`config.mk`:
```
export PLATFORM = sky130hd
export DESIGN_NAME = serial_subtractor_ctrl
export DESIGN_NICKNAME = d
export VERILOG_FILES = /design/src/rtl/serial_subtractor_ctrl.sv
export SDC_FILE = /design/constraint.sdc
export NUM_CORES = 1
export LEC_CHECK = 0
export BUFFER_PORTS_ARGS = -buffer_cell sky130_fd_sc_hd__buf_2
export CORE_MARGIN = 2
export CORE_UTILIZATION = 45
export CTS_CLUSTER_SIZE = 40
export DETAILED_ROUTE_END_ITERATION = 10
export PLACE_DENSITY = 0.67
export SLEW_MARGIN = 20
export SYNTH_ARGS = -nofsm -noshare
export SYNTH_HDL_FRONTEND = slang
export SYNTH_SLANG_ARGS = --single-unit
export TNS_END_PERCENT = 20
```
`constraint.sdc`:
```
create_clock -name clk -period 1.72 [get_ports clk]
set_input_delay 0.344 -clock clk [delete_from_list [all_inputs] [get_ports clk]]
set_output_delay 0.344 -clock clk [all_outputs]
set_load 0.005 [all_outputs]
```
`src/rtl/serial_subtractor_ctrl.sv`:
```
// serial_subtractor_ctrl
// Bit-serial A - B - bin engine: one full-subtraction bit per clock, LSB first.
// A three-state controller (IDLE -> SHIFT -> DONE) loads the operands, walks
// them through a single one-bit subtract stage and publishes diff/bout with a
// one-cycle done pulse.
// Optional build macro: SERIAL_SUB_OVF_EN adds the signed-overflow output ovf.
module serial_subtractor_ctrl #(
   parameter int WIDTH = 8,
   parameter int CNT_W = $clog2(WIDTH)
) (
   input  logic             clk,
   input  logic             rst_n,
   input  logic             start,
   input  logic [WIDTH-1:0] a,
   input  logic [WIDTH-1:0] b,
   input  logic             bin,
   output logic             busy,
   output logic             done,
   output logic [WIDTH-1:0] diff,
   output logic             bout
`ifdef SERIAL_SUB_OVF_EN
   ,
   output logic             ovf
`endif
);

   typedef enum logic [1:0] {
      S_IDLE  = 2'd0,
      S_SHIFT = 2'd1,
      S_DONE  = 2'd2
   } state_t;

   state_t           r_state;
   // The A register doubles as the result accumulator: each difference bit
   // enters at the MSB as the consumed minuend bit leaves at the LSB.
   logic [WIDTH-1:0] r_a;
   logic [WIDTH-1:0] r_b;
   logic             r_brw;
   logic [CNT_W-1:0] r_cnt;
`ifdef SERIAL_SUB_OVF_EN
   logic             r_am;
   logic             r_bm;
`endif

   logic             w_a0;
   logic             w_b0;
   logic             w_d;
   logic             w_nb;
   logic             w_last;
   logic [WIDTH-1:0] w_res;

   // One-bit full subtractor on the current LSBs plus the running borrow
   assign w_a0   = r_a[0];
   assign w_b0   = r_b[0];
   assign w_d    = w_a0 ^ w_b0 ^ r_brw;
   assign w_nb   = (~w_a0 & w_b0) | (~w_a0 & r_brw) | (w_b0 & r_brw);
   assign w_last = (r_cnt == CNT_W'(WIDTH - 1));
   assign w_res  = {w_d, r_a[WIDTH-1:1]};

   // Controller FSM with registered outputs; reset aborts any operation in flight
   always_ff @(posedge clk or negedge rst_n) begin
      if (!rst_n) begin
         r_state <= S_IDLE;
         r_a     <= '0;
         r_b     <= '0;
         r_brw   <= 1'b0;
         r_cnt   <= '0;
         busy    <= 1'b0;
         done    <= 1'b0;
         diff    <= '0;
         bout    <= 1'b0;
`ifdef SERIAL_SUB_OVF_EN
         r_am    <= 1'b0;
         r_bm    <= 1'b0;
         ovf     <= 1'b0;
`endif
      end else begin
         case (r_state)
            S_IDLE: begin
               done <= 1'b0;
               if (start) begin
                  r_a     <= a;
                  r_b     <= b;
                  r_brw   <= bin;
                  r_cnt   <= '0;
                  busy    <= 1'b1;
                  r_state <= S_SHIFT;
`ifdef SERIAL_SUB_OVF_EN
                  r_am    <= a[WIDTH-1];
                  r_bm    <= b[WIDTH-1];
`endif
               end
            end

            S_SHIFT: begin
               r_a   <= w_res;
               r_b   <= {1'b0, r_b[WIDTH-1:1]};
               r_brw <= w_nb;
               r_cnt <= r_cnt + CNT_W'(1);
               if (w_last) begin
                  // Final bit: publish on the same edge that raises done
                  busy    <= 1'b0;
                  done    <= 1'b1;
                  diff    <= w_res;
                  bout    <= w_nb;
                  r_state <= S_DONE;
`ifdef SERIAL_SUB_OVF_EN
                  ovf     <= (r_am ^ r_bm) & (r_am ^ w_d);
`endif
               end
            end

            S_DONE: begin
               done    <= 1'b0;
               r_state <= S_IDLE;
            end

            default: begin
               busy    <= 1'b0;
               done    <= 1'b0;
               r_state <= S_IDLE;
            end
         endcase
      end
   end

endmodule

```
---- Word-level counts from Yosys, hierarchy flattened ----
Index checks and enable logic that the tools add are counted.
operators by class
  add/subtract/negate cells ............... 1
  equality and inequality tests ........... 5
  mux-type cells .......................... 16
  bitwise logic cells ..................... 9
  reduce and logical (&&, ||, !) cells .... 6
operators with widths
  kind                                                  number
  case mux 8 bit (2 select lines)                       2
  2-to-1 mux 8 bit                                      2
  case mux 3 bit (2 select lines)                       1
  AND reduction 2 bit                                   3
  2-to-1 mux 1 bit                                      5
  2-to-1 mux 2 bit                                      2
  != test 2 bit (second input constant)                 2
  case mux 2 bit (2 select lines)                       1
  adder 3 x 1 -> 3 bit (second input constant)          1
  bitwise AND 1 bit                                     3
  equality test 3 bit (second input constant)           1
  2-to-1 mux 3 bit                                      1
  case mux 1 bit (3 select lines)                       1
  AND reduction 3 bit                                   1
  equality test 2 x 1 -> 1 bit (second input constant)  1
  equality test 2 bit (second input constant)           1
  logical NOT 2 bit                                     1
  NOT 1 bit                                             2
  bitwise OR 1 bit                                      2
  case mux 1 bit (2 select lines)                       1
  nonzero test 2 bit                                    1
  bitwise XOR 1 bit                                     2
word-level totals
  bits in registers ....................... 33
  input port bits ......................... 20
  output and inout port bits .............. 11
  logic and storage cells ................. 46

---- Longest topological paths before layout ----
Gate-level depths: netlist (run 1).
  word-level depth ........................ 5
  gate-level depth with buffers ........... 6
  gate-level depth less buffers ........... 5

---- Worst setup path before layout (run 1) ----
Ideal clock, no wire load.
  path kind ............................... register to register
  start ................................... register r_cnt[0]
  end ..................................... register bout
  library setup time ...................... 0.125 ns
  arrival ................................. 1.403 ns
  data required time ...................... 1.595 ns
  slack ................................... 0.193 ns
  stages on the path, launching flop included .. 6
  buffers on the path ..................... 1
  period minus slack after synthesis ...... 1.527 ns
  cells stage by stage .................... dfrtp_1 -> ha_1 -> ha_1 -> nand3b_1 -> buf_2 -> mux2_2
on the way
  longest elaborated chain between the ends .. 2
RTL lines
  what                                  RTL line  text
  start: declaration                    39        logic [CNT_W-1:0] r_cnt;
  start signal: assignment              99        r_cnt <= r_cnt + CNT_W'(1);
  equality test 3 bit                   57        assign w_last = (r_cnt == CNT_W'(WIDTH - 1));
  AND reduction 2 bit (no source line)  n/a
  end signal: assignment                105       bout <= w_nb;
  end: declaration                      20        output logic bout
No other way between the ends.
A chain may end at the register's enable or synchronous reset.

---- Worst setup path in the final report (run 1) ----
Same ends and word-level chain as after synthesis.

==> results of run 1 <==
[through the flow]
stage / area, um^2 / util, % / hold slack [ns]
after floorplan: 1627 / - / 0.04841
after global placement: 1818 / 53.22 / 0.3151
after detailed placement: 1818 / 53.22 / 0.3120
after CTS: 1913 / 56.01 / 0.2510
after global routing: 1913 / 56.01 / 0.2955
final: 1913 / 56.01 / 0.2581
[placed cells by master (no fill, tap or decap)]
cell           netlist  layout
mux2i_1              1       1
buf_4                5       4
nand2b_4             1       1
nor3_2              14      14
or2_2                1       1
dfrtp_1             33      33
dlygate4sd3_1        0       1
o32ai_2              3       3
a22o_1               2       2
and4bb_2             1       1
clkbuf_4             0       5
ha_1                 2       2
o32ai_1              5       5
buf_2                3      30
inv_1                3       3
o21ai_0              6       6
nand3b_1             1       1
bufinv_16            0       1
nor2_1              14      14
buf_12               0       2
mux2_2               8       8
nand2b_1             1       1
and2b_1              2       2
o22ai_1             15      15
nor3_1               7       7
clkbuf_1             0       1
a21oi_1              1       1
clkbuf_8             0       1
inv_2                1       1
o211ai_1             1       1
fa_1                 1       1
nand2_1              5       5
[sequential cells by signal, summed over array words and instances, names as in the netlist]
register,count
diff,8
r_a,8
r_b,8
r_cnt,3
r_state,2
bout,1
busy,1
done,1
r_brw,1
[worst max path at each step]
stage,from,to,slack (ns),cells after the start
global placement,r_cnt[0],diff[2],0.22,5
CTS,r_cnt[0],bout,0.15,5
finish,r_cnt[0],bout,0.15,5
floorplan,r_cnt[0],bout,0.19,5
detailed placement,r_cnt[0],diff[0],0.15,5
global route,r_cnt[0],diff[6],0.1,5
[power breakdown]
group,internal (W),switching (W),total (W)
logic,0.000654,0.000609,0.00126
clock network,0.000347,0.000257,0.000604
registers,0.00115,0.000323,0.00148
[logic make-up (layout without fill, tap and decap cells)]
kind of cell             Yosys count  after routing  share of synthesized area, %
AO/OA/AOI/OAI                     33             33                         15.15
adder cells (fa/ha/maj)            3              3                         2.769
buffers and inverters             15             49                         6.230
flip-flops                        33             33                         50.77
multiplexers                       9              9                         6.154
AND/OR/NAND/NOR                   47             47                         18.92
[per-layer routing]
metal | track usage [%] | vias to the layer above | part of all wire, %
met2 | 28.52 | 41 | 47
met5 | 0 | - | 0
li1 | - | 577 | -
met3 | 4.577 | 4 | 6.1
met4 | 7.979 | 0 | 0.95
met1 | 24.39 | 598 | 46
[synthesized netlist by cell type, types with 2 or more instances]
cell type and count:
a22o_1 2, mux2_2 8, nor3_1 7, nor2_1 14
o32ai_2 3, buf_2 3, o22ai_1 15, o32ai_1 5
ha_1 2, inv_1 3, nor3_2 14, o21ai_0 6
buf_4 5, buf_6 3, nand2_1 5, dfrtp_1 33
and2b_1 2
[worst min-delay path: stages]
cell,delay [ns]
buf_2,0.10
nand2_1,0.04
o21ai_0,0.06
[cell type report]
| type | instances | area, um^2 | share of cell area, % |
|---|---|---|---|
| clock buffer | 7 | 55.05 | 2.878 |
| clock inverter | 1 | 30.03 | 1.570 |
| inverter | 4 | 15.01 | 0.7848 |
| multi-input combinational | 92 | 699.4 | 36.56 |
| sequential | 33 | 825.8 | 43.17 |
| tap | 46 | 57.56 | 3.009 |
| timing repair buffer | 37 | 230.2 | 12.03 |
==> impl_metrics.py, run 1 <==
metrics = {
    "outcome": {
        "status": "completed",
    },
    "timing": {
        "rsz0062_at_grt": "false",
        "fin_ws_ns": 0.1514,
        "relSlewSlack_pct": 74.66,
        "max_slew.worst_pin.slew_ns": 0.3801,
        "finClkSkew_ns": 0.01043,
        "tns_ns": 0,
        "fmax_mhz": 637.5,
        "fin_crit_sh_pct": 91.20,
        "finalSetupViolCount": 0,
        "maxSlewViolCount": 0,
        "final_hold_viol_count": 0,
        "fin_crit_ns": 1.569,
    },
    "floorplanning": {
        "coreArea_um2": 3416,
        "io_pins": 31,
        "die_y_um": 64.12,
        "rows": 21,
        "fp.dieArea_um2": 4111,
        "start_util_pct": 47.62,
        "die_w_um": 64.12,
    },
    "synth": {
        "synthCells": 140,
        "synth_area_leaders": "dfrtp_1 51%, nor3_2 8.6%, o22ai_1 5.8%, mux2_2 5.5%, nor2_1 3.2%",
        "yosysTopAreaCellShare_pct": 50.77,
        "ys_seq_area_share_pct": 50.77,
        "synth_flop_cell": "dfrtp_1",
        "yosysTopAreaCell": "dfrtp_1",
        "synthDistinctLibCells": 27,
        "ys_ff_latch": 33,
        "synth_edf_count": 0,
        "synth-async-reset-ratio_pct": 100.0,
        "synth_area_per_cell_um2": 11.62,
        "synth_nets": 163,
        "yosysWarnings": 0,
        "syn_area_um2": 1627,
    },
    "min_path": {
        "min_path_type": "input pin to flip-flop",
        "hold_path_end": "r_b[7]",
        "min_from": "b[7]",
        "hold_depth": 3,
    },
    "worst_setup_path": {
        "crit_path_end_kind": "flip-flop",
        "r2r_cells": 5,
        "crit_path_cell_trace": "ha_1, ha_1, nand3b_1, buf_12, mux2_2",
        "rr_endpoint": "bout",
        "arrival_ns": 1.79,
        "critPathBufInv": 1,
        "cpLargestDelayFamily": "adder cells",
        "max_stage_delay_ns": 0.41,
        "start_kind": "flip-flop",
        "cpMostUsedCell": "ha_1",
        "crit_fanout": 11,
        "reg2reg_from": "r_cnt[0]",
        "crit_type": "flip-flop to flip-flop",
        "regToRegSetupSlack_ns": 0.15,
        "cp_slowest_cell": "dfrtp_1",
        "crit_required_ns": 1.94,
    },
    "clock_tree": {
        "postCtsSetupBuffers": 0,
        "cts_max_level": 2,
        "cts_root_buf": "clkbuf_4",
        "cts.sinks": 33,
        "clock_latency_ns": 0.33,
        "clock_path_buffers": 2,
        "cts_buffers": 5,
        "path_clk_slew_ns": 0.10,
        "ctsResizeCount": 0,
        "tritoncts": "built",
        "hold_buffers": 1,
    },
    "grt": {
        "grt_max_degree": 34,
        "grt_pass1_wl_um": 5796,
        "overflow": 0,
        "track_usage_pct": 18.35,
        "antenna_found_initial": 0,
        "first_global_vias": 1268,
    },
    "place": {
        "io_buffers": 30,
        "place_inst": 211,
        "gp_congestion": 0.7437,
        "hpwlAfterDp_um": 2302,
        "post-place-ws_ns": 0.1545,
    },
    "power_and_ir_drop": {
        "finalPower_w": 0.003343,
        "irDropWorstVdd_v": 0.0007211,
        "power_density_nw_per_um2": 1747,
        "p_leak_nw": 0.8406,
    },
    "route": {
        "drc": 0,
        "vias_per_cell": 5.545,
        "vias": 1220,
        "routed_wl_um": 3276,
        "antenna_left": 0,
        "wl_per_cell_um": 14.89,
        "drt_iter0_markers": 26,
        "first_pass_iters": 4,
    },
    "layout": {
        "final_cells": 220,
        "antennaDiodeCount": 0,
        "final_net_count": 196,
        "drive_above_1_share_pct": 41.38,
        "areaGrowthSynthToFinish_pct": 17.62,
        "fillCellCount": 316,
    },
    "job": {
        "drv_cap": 0,
    },
}
(Power assumes the default switching activity.)
==> inputs of run 2 (changes only) <==
==> constraint.sdc (replaced) <==
create_clock -name clk -period 1.72 [get_ports clk]
set_input_delay 0 -clock clk [delete_from_list [all_inputs] [get_ports clk]]
set_output_delay 0 -clock clk [all_outputs]
set_load 0.005 [all_outputs]
==> impl_metrics.py, run 2 (synthesis gave the netlist of run 1 again) <==
metrics = {
    "route": {
        "vias_per_cell": 5.466,
        "routed_wl_um": 3511,
        "vias": 1279,
        "antenna_left": 0,
        "drc": 0,
        "wl_per_cell_um": 15.00,
        "drt_iter0_markers": 51,
        "first_pass_iters": 4,
    },
    "power_and_ir_drop": {
        "p_leak_nw": 0.8841,
        "power_density_nw_per_um2": 1602,
        "irDropWorstVdd_v": 0.0007421,
    },
    "layout": {
        "drive_above_1_share_pct": 37.77,
        "postLayoutCoreUtil_pct": 59.16,
        "final_cell_mix": "33 x dfrtp_1, 30 x buf_2, 16 x dlygate4sd3_1",
        "top_regs": "diff (8), r_a (8), r_b (8)",
        "antennaDiodeCount": 0,
        "regArea_um2": 825.8,
        "final_cells": 234,
        "multiInputGateArea_um2": 699.4,
        "fillCellCount": 323,
        "final_net_count": 211,
        "areaGrowthSynthToFinish_pct": 24.23,
        "final_common_cell": "dfrtp_1",
    },
    "grt": {
        "grt_pass1_wl_um": 6168,
        "antenna_found_initial": 0,
        "overflow": 0,
        "grt_max_degree": 34,
        "track_usage_pct": 19.55,
        "first_global_vias": 1308,
    },
    "timing": {
        "fmax_mhz": 619.6,
        "fin_crit_sh_pct": 93.83,
        "maxSlewViolCount": 0,
        "max_slew.worst_pin.slew_ns": 0.7299,
        "timing.hold.ws_ns": 0.01571,
        "relSlewSlack_pct": 51.34,
        "finalSetupViolCount": 0,
        "tns_ns": 0,
        "finClkSkew_ns": 0.003012,
        "fin_crit_ns": 1.614,
        "fin_ws_ns": 0.1061,
        "final_hold_viol_count": 0,
        "rsz0062_at_grt": "false",
    },
    "worst_setup_path": {
        "start_kind": "flip-flop",
        "r2r_cells": 5,
        "rr_endpoint": "diff[3]",
        "crit_fanout": 11,
        "cpLargestDelayFamily": "adder cells",
        "crit_path_end_kind": "flip-flop",
        "crit_path_cell_trace": "ha_1, ha_1, nand3b_1, buf_12, mux2_2",
        "max_stage_delay_ns": 0.41,
        "crit_required_ns": 1.94,
        "arrival_ns": 1.83,
        "cpMostUsedCell": "ha_1",
        "crit_type": "flip-flop to flip-flop",
        "reg2reg_from": "r_cnt[0]",
        "cp_slowest_cell": "dfrtp_1",
        "regToRegSetupSlack_ns": 0.11,
        "critPathBufInv": 1,
    },
    "clock_tree": {
        "path_clk_slew_ns": 0.10,
        "cts_root_buf": "clkbuf_4",
        "postCtsSetupBuffers": 0,
        "clock_path_buffers": 2,
        "cts_max_level": 2,
        "cts.sinks": 33,
        "tritoncts": "built",
        "clock_latency_ns": 0.33,
        "cts_buffers": 5,
    },
    "outcome": {
        "status": "completed",
    },
    "min_path": {
        "hold_depth": 3,
        "hold_path_end": "r_b[5]",
        "min_from": "b[5]",
        "min_path_type": "input pin to flip-flop",
    },
    "place": {
        "place_inst": 211,
        "io_buffers": 30,
        "post-place-ws_ns": 0.1385,
        "gp_congestion": 0.7204,
        "hpwlAfterDp_um": 2405,
    },
    "floorplanning": {
        "fp.dieArea_um2": 4111,
        "die_y_um": 64.12,
        "io_pins": 31,
        "coreArea_um2": 3416,
        "die_w_um": 64.12,
        "start_util_pct": 47.62,
        "rows": 21,
    },
    "job": {
        "drv_cap": 0,
    },
}
## run 2: cell type report
type                    count  area share [%]
clock buffers               7           2.724
inverters                   4          0.7430
repair buffers             52           18.20
well taps                  46           2.848
flip-flops and latches     33           40.87
multi-input cells          92           34.61
## run 2: worst min-delay path, stage by stage
cell and delay (ns):
buf_2 0.09, nor3_2 0.04, nor3_2 0.16
## run 2: routing by layer
metal	global-route usage (%)	share of wire [%]
met2	32.42	49
met4	5.585	1.3
met5	0	0
met3	5.634	6.0
met1	24.97	44
## run 2: worst max path at each step
stage / start / to / slack [ns] / cells after the start
6_report: r_cnt[0] / diff[3] / 0.11 / 5
5_1_grt: r_cnt[0] / diff[3] / 0.06 / 5
4_1_cts: r_cnt[0] / diff[3] / 0.11 / 5
3_5_place_dp: r_cnt[0] / diff[3] / 0.14 / 5
3_3_place_gp: r_cnt[0] / diff[3] / 0.21 / 5
2_1_floorplan: r_cnt[0] / bout / 0.19 / 5
## run 2: repair_timing
| action | in CTS | in global routing |
|---|---|---|
| hold buffers | 16 | 0 |
| hold endpoints to repair | 48 | 0 |
| gates resized for setup | 0 | 0 |
## run 2: where the power goes
group | switching (W) | total [W] | internal [W]
logic | 0.000646 | 0.00133 | 0.000681
clock network | 0.000248 | 0.000441 | 0.000193
registers | 0.000316 | 0.00147 | 0.00115
total | 0.00121 | 0.00324 | 0.00203
## run 2: per-stage QoR
stage / instance area (um^2) / total power [W]
after CTS: 2021 / 0.003254
after detailed placement: 1805 / 0.002781
after floorplan: 1627 / 0.002354
after global placement: 1805 / 0.002710
final: 2021 / 0.003237
after global routing: 2021 / 0.003493
==> inputs of run 3 (changes only) <==
--- a/config.mk
+++ b/config.mk
@@ -5,6 +5,7 @@
 export SDC_FILE = /design/constraint.sdc
 export NUM_CORES = 1
 export LEC_CHECK = 0
+export ABC_AREA = 1
 export BUFFER_PORTS_ARGS = -buffer_cell sky130_fd_sc_hd__buf_2
 export CORE_MARGIN = 2
 export CORE_UTILIZATION = 45
==> impl_metrics.py, run 3 <==
metrics = {
    "outcome": {
        "status": "completed",
    },
    "place": {
        "dpl_cell_area_um2": 1874,
        "io_buffers": 30,
        "hpwlAfterDp_um": 2181,
        "gp_congestion": 0.7848,
    },
    "floorplanning": {
        "fp.dieArea_um2": 4310,
        "rows": 22,
        "io_pins": 31,
        "die_y_um": 65.65,
        "die_w_um": 65.65,
        "start_util_pct": 46.72,
        "coreArea_um2": 3661,
    },
    "layout": {
        "fillCellCount": 375,
        "postLayoutCellArea_um2": 1977,
        "areaGrowthSynthToFinish_pct": 15.58,
        "multiInputGateArea_um2": 669.4,
        "regArea_um2": 825.8,
        "antennaDiodeCount": 0,
        "final_net_count": 259,
        "top_regs": "diff (8), r_a (8), r_b (8)",
        "final_cell_mix": "49 x nand3_1, 47 x nand2_1, 35 x inv_1",
        "final_common_cell": "nand3_1",
        "drive_above_1_share_pct": 25.32,
    },
    "synth": {
        "synth-async-reset-ratio_pct": 100.0,
        "synthCells": 203,
        "synthDistinctLibCells": 20,
        "synth_flop_cell": "dfrtp_1",
        "ys_seq_area_share_pct": 48.28,
        "yosysTopAreaCellShare_pct": 48.28,
        "synth_area_leaders": "dfrtp_1 48%, nand3_1 14%, nand2_1 10%, inv_1 7.7%, o21ai_2 4.6%",
        "ys_ff_latch": 33,
        "syn_area_um2": 1710,
        "synth_area_per_cell_um2": 8.426,
        "synth_edf_count": 0,
        "synth_nets": 226,
        "yosysWarnings": 0,
        "synth_most_common_cell": "nand3_1",
        "synthTopCellsByCount": "49 x nand3_1, 47 x nand2_1, 35 x inv_1, 33 x dfrtp_1, 9 x o21ai_2",
        "yosysTopAreaCell": "dfrtp_1",
    },
    "worst_setup_path": {
        "crit_fanout": 19,
        "crit_path_end_kind": "flip-flop",
        "reg2reg_from": "r_cnt[0]",
        "rr_endpoint": "diff[4]",
        "start_kind": "flip-flop",
        "crit_type": "flip-flop to flip-flop",
        "regToRegSetupSlack_ns": 0.23,
        "arrival_ns": 1.71,
        "crit_required_ns": 1.94,
        "r2r_cells": 5,
    },
    "job": {
        "drv_cap": 0,
    },
    "clock_tree": {
        "cts.sinks": 33,
        "cts_max_level": 2,
        "cts_root_buf": "clkbuf_8",
        "tritoncts": "built",
        "cts_buffers": 5,
        "clock_path_buffers": 2,
        "ctsResizeCount": 0,
        "path_clk_slew_ns": 0.07,
        "clock_latency_ns": 0.29,
    },
    "timing": {
        "fin_crit_ns": 1.492,
        "final_hold_viol_count": 0,
        "fmax_mhz": 670.3,
        "finalSetupViolCount": 0,
        "tns_ns": 0,
        "rsz0062_at_grt": "false",
        "max_slew.worst_pin.slew_ns": 0.7360,
        "timing.hold.ws_ns": 0.01259,
        "relSlewSlack_pct": 50.93,
        "finClkSkew_ns": 0.007466,
        "maxSlewViolCount": 0,
        "fin_crit_sh_pct": 86.74,
    },
    "min_path": {
        "hold_path_end": "r_b[4]",
        "min_from": "b[4]",
        "min_path_type": "input pin to flip-flop",
        "hold_depth": 5,
    },
    "route": {
        "vias_per_cell": 4.860,
        "routed_wl_um": 3198,
        "vias": 1385,
        "wl_per_cell_um": 11.22,
        "first_pass_iters": 4,
        "drt_iter0_markers": 91,
        "drc": 0,
        "antenna_left": 0,
    },
    "power_and_ir_drop": {
        "irDropWorstVdd_v": 0.0009598,
        "power_density_nw_per_um2": 1776,
        "p_leak_nw": 1.131,
    },
    "grt": {
        "grt_pass1_wl_um": 5692,
        "track_usage_pct": 17.47,
        "overflow": 0,
        "first_global_vias": 1328,
        "grt_max_degree": 34,
        "antenna_found_initial": 0,
    },
}
run 3: kinds of logic (layout without fill, tap and decap cells):
family / count (synthesis) / in the layout / share of synthesized area, %
adder cells (fa/ha/maj): 3 / 3 / 2.633
flip-flops: 33 / 33 / 48.28
buffers and inverters: 47 / 81 / 12.58
AO/OA/AOI/OAI: 13 / 13 / 6.438
AND/OR/NAND/NOR: 107 / 107 / 30.07
run 3: routing by layer:
metal  up-vias  track usage, %  wire, um
met4         0           7.813        63
met5         -               0         0
li1        698               -         -
met2        27           28.41      1527
met1       654           22.01      1479
met3         6           4.110       127
run 3: how the worst max path moves through the flow:
stage | startpoint | to | slack, ns
6_report | r_cnt[0] | diff[4] | 0.23
3_3_place_gp | r_cnt[0] | diff[4] | 0.27
2_1_floorplan | r_cnt[0] | diff[7] | 0.42
4_1_cts | r_cnt[0] | diff[4] | 0.22
3_5_place_dp | r_cnt[0] | diff[4] | 0.24
5_1_grt | r_cnt[0] | bout | 0.08
run 3: power breakdown:
group / internal [W] / switching (W) / total (W)
sequential: 0.00115 / 0.000207 / 0.00136
combinational: 0.000654 / 0.000935 / 0.00159
clock: 0.000280 / 0.000285 / 0.000565
run 3: repair_timing:
| action | in CTS | in global routing |
|---|---|---|
| hold buffers | 2 | 0 |
| buffers inserted | 0 | 0 |
| endpoints found under the hold margin | 34 | 0 |
run 3: cell type report:
cell class	count	share of cell area, %
flip-flops and latches	33	41.77
multi-input cells	123	33.86
repair buffers	36	10.13
inverters	37	7.025
clock buffers	6	3.671
well taps	48	3.038
clock inverters	2	0.5063
run 3: through the flow:
step | util [%] | worst slack, ns | instances | power, W
after floorplan | - | 0.4169 | 203 | 0.002613
after global placement | 51.20 | 0.2656 | 275 | 0.002948
after detailed placement | 51.20 | 0.2357 | 275 | 0.002972
after CTS | 54.00 | 0.2195 | 285 | 0.003554
after global routing | 54.00 | 0.08494 | 285 | 0.003878
final | 54.00 | 0.2281 | 285 | 0.003511
run 3: critical path, stage by stage (launching register included):
cell,delay [ns]
dfrtp_1,0.42
ha_1,0.22
ha_1,0.22
nand2_2,0.35
nand2_1,0.12
o21ai_2,0.07
